[src/rtl/uart_rx_buffer.sv]
// 8N1 UART receiver feeding a first-word-fall-through byte FIFO.
// Sticky overrun/frame error flags are cleared by clear_err.
module uart_rx_buffer #(
    parameter int CLKS_PER_BIT = 868,
    parameter int DEPTH        = 16
) (
    input  logic                     clk,
    input  logic                     reset,
    input  logic                     rx,
    input  logic                     uart_read_en,
    input  logic                     clear_err,
    output logic [7:0]               rd_data,
    output logic                     rx_valid,
    output logic [$clog2(DEPTH):0]   rx_count,
    output logic                     overrun,
    output logic                     frame_err
);
    localparam int CW = $clog2(CLKS_PER_BIT);
    localparam int AW = $clog2(DEPTH);
    localparam logic [CW-1:0] CNT_LAST = CW'(CLKS_PER_BIT - 1);
    localparam logic [CW-1:0] CNT_HALF = CW'(CLKS_PER_BIT / 2 - 1);
    localparam logic [AW:0]   FULL_CNT = (AW+1)'(DEPTH);

    typedef enum logic [2:0] {IDLE, START, DATA, STOP, WAIT_HIGH} state_t;

    state_t                  state, state_n;
    logic [CW-1:0]           cnt, cnt_n;
    logic [2:0]              idx, idx_n;
    logic [7:0]              shreg;
    logic                    rx_meta, rx_s;
    logic                    sample_bit, push, ferr_set;
    logic                    pop, full, wr_en;
    logic [AW-1:0]           wptr, rptr;
    logic [DEPTH-1:0][7:0]   mem;

    always_comb begin
        state_n    = state;
        cnt_n      = cnt;
        idx_n      = idx;
        sample_bit = 1'b0;
        push       = 1'b0;
        ferr_set   = 1'b0;
        case (state)
            IDLE: if (!rx_s) begin
                state_n = START;
                cnt_n   = '0;
            end
            START: if (cnt == CNT_HALF) begin
                cnt_n   = '0;
                idx_n   = '0;
                state_n = rx_s ? IDLE : DATA;
            end else cnt_n = cnt + 1'b1;
            DATA: if (cnt == CNT_LAST) begin
                cnt_n      = '0;
                sample_bit = 1'b1;
                if (idx == 3'd7) state_n = STOP;
                else             idx_n   = idx + 1'b1;
            end else cnt_n = cnt + 1'b1;
            STOP: if (cnt == CNT_LAST) begin
                cnt_n = '0;
                if (rx_s) begin
                    push    = 1'b1;
                    state_n = IDLE;
                end else begin
                    ferr_set = 1'b1;
                    state_n  = WAIT_HIGH;
                end
            end else cnt_n = cnt + 1'b1;
            // a held-low line parks here so a break reports only one error
            WAIT_HIGH: if (rx_s) state_n = IDLE;
            default: state_n = IDLE;
        endcase
    end

    always_ff @(posedge clk) begin
        if (reset) begin
            rx_meta <= 1'b1;
            rx_s    <= 1'b1;
            state   <= IDLE;
            cnt     <= '0;
            idx     <= '0;
            shreg   <= '0;
        end else begin
            rx_meta <= rx;
            rx_s    <= rx_meta;
            state   <= state_n;
            cnt     <= cnt_n;
            idx     <= idx_n;
            if (sample_bit) shreg[idx] <= rx_s;
        end
    end

    // a pop in the push cycle frees a slot even when full
    assign pop      = uart_read_en && rx_valid;
    assign full     = (rx_count == FULL_CNT);
    assign wr_en    = push && (!full || pop);
    assign rx_valid = (rx_count != '0);
    assign rd_data  = rx_valid ? mem[rptr] : 8'h00;

    always_ff @(posedge clk) begin
        if (wr_en) mem[wptr] <= shreg;
    end

    always_ff @(posedge clk) begin
        if (reset) begin
            wptr      <= '0;
            rptr      <= '0;
            rx_count  <= '0;
            overrun   <= 1'b0;
            frame_err <= 1'b0;
        end else begin
            if (wr_en) wptr <= wptr + 1'b1;
            if (pop)   rptr <= rptr + 1'b1;
            case ({wr_en, pop})
                2'b10:   rx_count <= rx_count + 1'b1;
                2'b01:   rx_count <= rx_count - 1'b1;
                default: rx_count <= rx_count;
            endcase
            // set beats clear when both land in the same cycle
            if (push && !wr_en)  overrun <= 1'b1;
            else if (clear_err)  overrun <= 1'b0;
            if (ferr_set)        frame_err <= 1'b1;
            else if (clear_err)  frame_err <= 1'b0;
        end
    end
endmodule

[config.mk]
export PLATFORM = sky130hd
export DESIGN_NAME = uart_rx_buffer
export DESIGN_NICKNAME = d
export VERILOG_FILES = /design/src/rtl/uart_rx_buffer.sv
export SDC_FILE = /design/constraint.sdc
export NUM_CORES = 1
export LEC_CHECK = 0
export BUFFER_PORTS_ARGS = -buffer_cell sky130_fd_sc_hd__buf_2
export CORE_UTILIZATION = 30
export CTS_BUF_LIST = sky130_fd_sc_hd__clkbuf_4 sky130_fd_sc_hd__clkbuf_8
export CTS_CLUSTER_SIZE = 28
export DETAILED_ROUTE_END_ITERATION = 6
export GPL_TIMING_DRIVEN = 0
export PLACE_DENSITY_LB_ADDON = 0.25
export REMOVE_ABC_BUFFERS = 1
export SLEW_MARGIN = 10
export SYNTH_ARGS = -nofsm -noshare
export SYNTH_HDL_FRONTEND = slang
export SYNTH_SLANG_ARGS = --single-unit
[constraint.sdc]
create_clock -name clk -period 4.4 [get_ports clk]
set_clock_uncertainty 0.05 [all_clocks]
set_input_delay 0.88 -clock clk [delete_from_list [all_inputs] [get_ports clk]]
set_output_delay 0.88 -clock clk [all_outputs]
set_load 0.005 [all_outputs]
After elaboration in Yosys (flattened, before gate mapping) --
Cells that the tools add are included.
Storage, ports and cells: bits in latches 0, flip-flop bits (word level) 169, bits of input ports 5, output and inout port bits 16, word-level logic and storage cells 112, RAM bits 0, memories kept 0, ROM bits 0
Cells by class: reductions and logical operators 19, order comparisons 5, add/subtract/negate cells 6, divide/modulo/power cells 0, equal/unequal tests 17, mux-type cells 38, bitwise logic cells 0, multiply operators 0, shifts and indexed selects 0
Operators with widths (number):
- 128-bit bitwise mux | 1
- 8-bit binary-select mux with 4-bit select | 1
- 8-bit demux with 4-bit select | 1
- 10-bit 2-to-1 mux | 3
- 3-bit 2-to-1 mux | 10
- 10-bit one-hot mux with 3 select lines | 1
- 8-bit 2-to-1 mux | 3
- 3-bit one-hot mux with 5 select lines | 1
- 2-bit inequality test, second input constant | 7
- 1-bit 2-to-1 mux | 12
- 10-bit by 1-bit adder with 10-bit output, second input constant | 1
- 10-bit equality test, second input constant | 1
- 10-bit by 9-bit equality test with 1-bit output, second input constant | 1
- 4-bit by 5-bit less-than comparator with 1-bit output, second input constant | 2
- 5-bit one-hot mux with 2 select lines | 1
- 4-bit by 1-bit adder with 4-bit output, second input constant | 2
- 8-bit bitwise mux | 1
- 2-bit nonzero test | 4
- 3-bit by 2-bit equality test with 1-bit output, second input constant | 2
- 3-bit equality test, second input constant | 2
- 3-bit one-hot mux with 2 select lines | 1
- 6-bit AND reduction | 1
- 5-bit by 1-bit adder with 5-bit output, second input constant | 1
- 5-bit equality test, second input constant | 1
- 19 further kinds | 24

Longest topological paths before layout --
word-level depth 7, depth in mapped cells 15, depth with buffers taken out 13

Least setup slack after synthesis --
Ideal clock, no wire load.
kind register to register, start register cnt[0], end register rx_count[4], clock period less this slack 3.438 ns, setup slack 0.962 ns, cell stages (with the launch flop) 16, data arrival time 3.268 ns, path buffers 2, required time 4.229 ns, setup time 0.121 ns, cells stage by stage dfxtp_1 ha_1 and4bb_1 nand4_2 nor3_2 clkbuf_2 inv_1 ha_1 clkbuf_1 xor2_1 ha_1 a211o_1 nand2_1 nand3b_1 a31oi_1 mux2_2
Between the ends: word-level cells in the longest chain between the ends 6, elaborated cells on any way between the ends 8, classes of those cells eq/ne (3); mux (3); reduce/logical (2)
RTL lines:
- start: declaration | line 27 | logic [CW-1:0] cnt, cnt_n;
- start signal: assignment | line 87 | cnt <= cnt_n;
- 10-bit equality test (*) | line 59 | STOP: if (cnt == CNT_LAST) begin
- 1-bit 2-to-1 mux (*) | line 59
- 1-bit 2-to-1 mux (*) | line 43 | case (state)
- 1-bit logical AND (*) | line 96 | assign wr_en = push && (!full || pop);
- 2-bit by 1-bit equality test with 1-bit output / 2-bit equality test (equally long branches) | line 114 | case ({wr_en, pop})
- 5-bit one-hot mux with 2 select lines / 2-bit nonzero test (equally long branches)
- end signal: assignment | line 115 | 2'b10: rx_count <= rx_count + 1'b1;
- end signal: assignment | line 116 | 2'b01: rx_count <= rx_count - 1'b1;
- end signal: assignment | line 117 | default: rx_count <= rx_count;
- end: declaration | line 14 | output logic [$clog2(DEPTH):0] rx_count,
Every way passes the cells marked *; elsewhere a longest branch is shown, timed or not. A chain may end at the register's enable or synchronous reset.

Final worst setup path --
Ends and elaborated chain as after synthesis.

==> metrics.yaml <==
synth_seq_cells: 169
grt_first_pass_wirelength_um: 22140
hold_start: "rx_meta"
cts_tree: "yes"
startpoint: "cnt[0]"
grt_pass1_vias: 3901
final_hold_viol_count: 0
yosysMostFrequentCell: "edfxtp_1"
via_per_inst: 4.847
synth_flop_cell: "edfxtp_1"
min_period_over_period_pct: 90.78
core_area_mm2: 0.02354
post_drt_wl_per_cell_um: 17.55
crit_arrival_ns: 4.28
path_buf_inv: 1
reg2reg_from: "cnt[0]"
crit_type: "reg -> reg"
drt_wl_total_um: 14220
tightest_slew_ns: 1.207
n_fill_cell: 2303
initial_core_util_pct: 30.68
synth_area_mm2: 0.007222
dpl_cell_area_mm2: 0.007624
fin_nets: 496
ant_nets: 0
synth_area_per_cell_um2: 15.53
synth_warnings: 0
outcome: "finished clean"
leakagePower_nw: 2.660
fmax_mhz: 250.3
endpoint_kind: "flop"
synth_edf_count: 128
synth.top_cell.area_share_pct: 53.22
ys_seq_area_share_pct: 64.59
numCtsBuffers: 17
rows: 56
power_density_mw_per_mm2: 350.0
io_buffers: 20
hp-class: "reg -> reg"
area_growth_pct: 11.00
die_h_um: 157.2
drive_gt1_share_pct: 22.20
synthArstFlopShare_pct: 0
maxSlewHeadroom_pct: 19.34
cts_resized: 0
drt_iter0_drc: 262
critical_path.max_fanout: 16
grt_overflow_total: 0
setup_viol: 0
die_w_um: 157.2
root_buffer: "clkbuf_8"
drc: 0
final_area_mm2: 0.008016
vdd_drop_max_mv: 0.1581
yosys.cell_types.count: 56
clockBufferDepth: 2
synthCells: 465
clk_pin_slew_worst_paths_ns: 0.09
ioPinCount: 21
firstDrtPassIters: 5
finalWeightedCongestion: 0.7849
drv_slew: 0
die_area_mm2: 0.02470
period_needed_ns: 3.995
synthTopCellsByArea: "edfxtp_1, mux4_2, dfxtp_1"
critPathMostFrequentCell: "ha_1"
path_cells: "ha_1 -> and4bb_1 -> nand4_2 -> nor3_2 -> inv_1 -> ha_1 -> xor2_1 -> ha_1 -> a211o_1 -> nand2_1 -> nand3b_1 -> a31oi_1 -> mux2_2"
cpPeakStageDelay_ns: 0.73
via_count: 3926
postCtsSetupBuffers: 0
grt_use_total_pct: 12.34
cts_hold_buffers: 0
setup_ws_ns: 0.4055
clock_latency_ns: 0.44
grt_max_degree: 50
slowest_stage: "nor3_2"
rsz0062_at_grt: "no"
cp.required_ns: 4.68
crit_family: "simple AND/OR/NAND/NOR gates"
synthTopCellsByCount: "edfxtp_1, dfxtp_1, mux4_2"
clkSinkCount: 169
yosysTopAreaCell: "edfxtp_1"
antenna_found_initial: 0
drv_cap: 0
dp_hpwl_um: 9066
h-tree-depth: 4
diodes: 0
pre_cts_ws_ns: 0.3980
startpoint_type: "flop"
==> kinds of logic (layout without fill, tap and decap cells) <==
family	after synthesis	count (layout)	share of synthesized area, %
multiplexers	53	53	14.29
buffers and inverters	35	61	2.287
AO/OA/AOI/OAI	34	34	3.292
XOR/XNOR	10	10	1.213
flip-flops	169	169	64.59
AND/OR/NAND/NOR	151	151	12.08
adder cells (fa/ha/maj)	13	13	2.252
==> worst paths after layout <==
path,end,slack (ns),depth (start not counted)
worst max-delay path,rx_count[4],0.41,13
worst min-delay path,rx_s,0.36,1
worst max register to register,rx_count[4],0.41,13
worst min register to register,rx_s,0.36,1
==> report_power, final <==
| part | leakage (nW) | total [mW] | switching (mW) | internal, mW |
|---|---|---|---|---|
| logic | 0.945 | 0.0184 | 0.0128 | 0.00564 |
| registers | 1.52 | 1.69 | 0.00304 | 1.69 |
| clock network | 0.197 | 1.09 | 0.571 | 0.524 |
| total | 2.66 | 2.81 | 0.587 | 2.22 |
==> registers in the layout, summed over array words and instances, names as in the netlist <==
signal	count
mem	128
frame_err	1
wptr	4
rx_s	1
state	3
rptr	4
cnt	10
rx_meta	1
shreg	8
idx	3
rx_count	5
overrun	1
==> layer usage <==
layer / up-vias / routed length, um / GRT usage [%]
met3: 12 / 525 / 3.194
met4: 0 / 211 / 3.976
li1: 1838 / - / -
met1: 2001 / 6981 / 16.94
met2: 75 / 6497 / 19.01
met5: - / 0 / 0
==> through the flow <==
step / hold slack [ns] / utilization, % / total power [mW] / TNS, ns / cells
final: 0.3631 / 34.05 / 2.806 / 0 / 810
after global routing: 0.3758 / 34.05 / 2.902 / 0 / 810
after CTS: 0.3656 / 34.05 / 2.840 / 0 / 810
after detailed placement: 0.3442 / 32.38 / 1.749 / 0 / 778
after global placement: 0.3494 / 32.21 / 1.749 / -1.653 / 776
after floorplan: 0.3395 / - / 1.737 / 0 / 437
==> final cells by class <==
class                           instances  area (um2)  share of cell area, %
Tap cell                              319       399.1                  4.979
Multi-Input combinational cell        261        2397                  29.90
Inverter                                7       26.28                 0.3278
Timing Repair Buffer                   22       131.4                  1.639
Sequential cell                       169        4669                  58.25
Clock buffer                           19       249.0                  3.106
Clock inverter                         13       143.9                  1.795
==> placed cells by master (no fill, tap or decap), types with 12 or more instances in the layout <==
master / count
nor2_1: 34
mux4_2: 40
edfxtp_1: 128
and2_1: 13
dfxtp_1: 39
mux2i_1: 12
and3_1: 15
ha_1: 13
nand2_1: 19
clkbuf_8: 17
buf_2: 20
No activity file was read; power rests on OpenSTA's default activity.
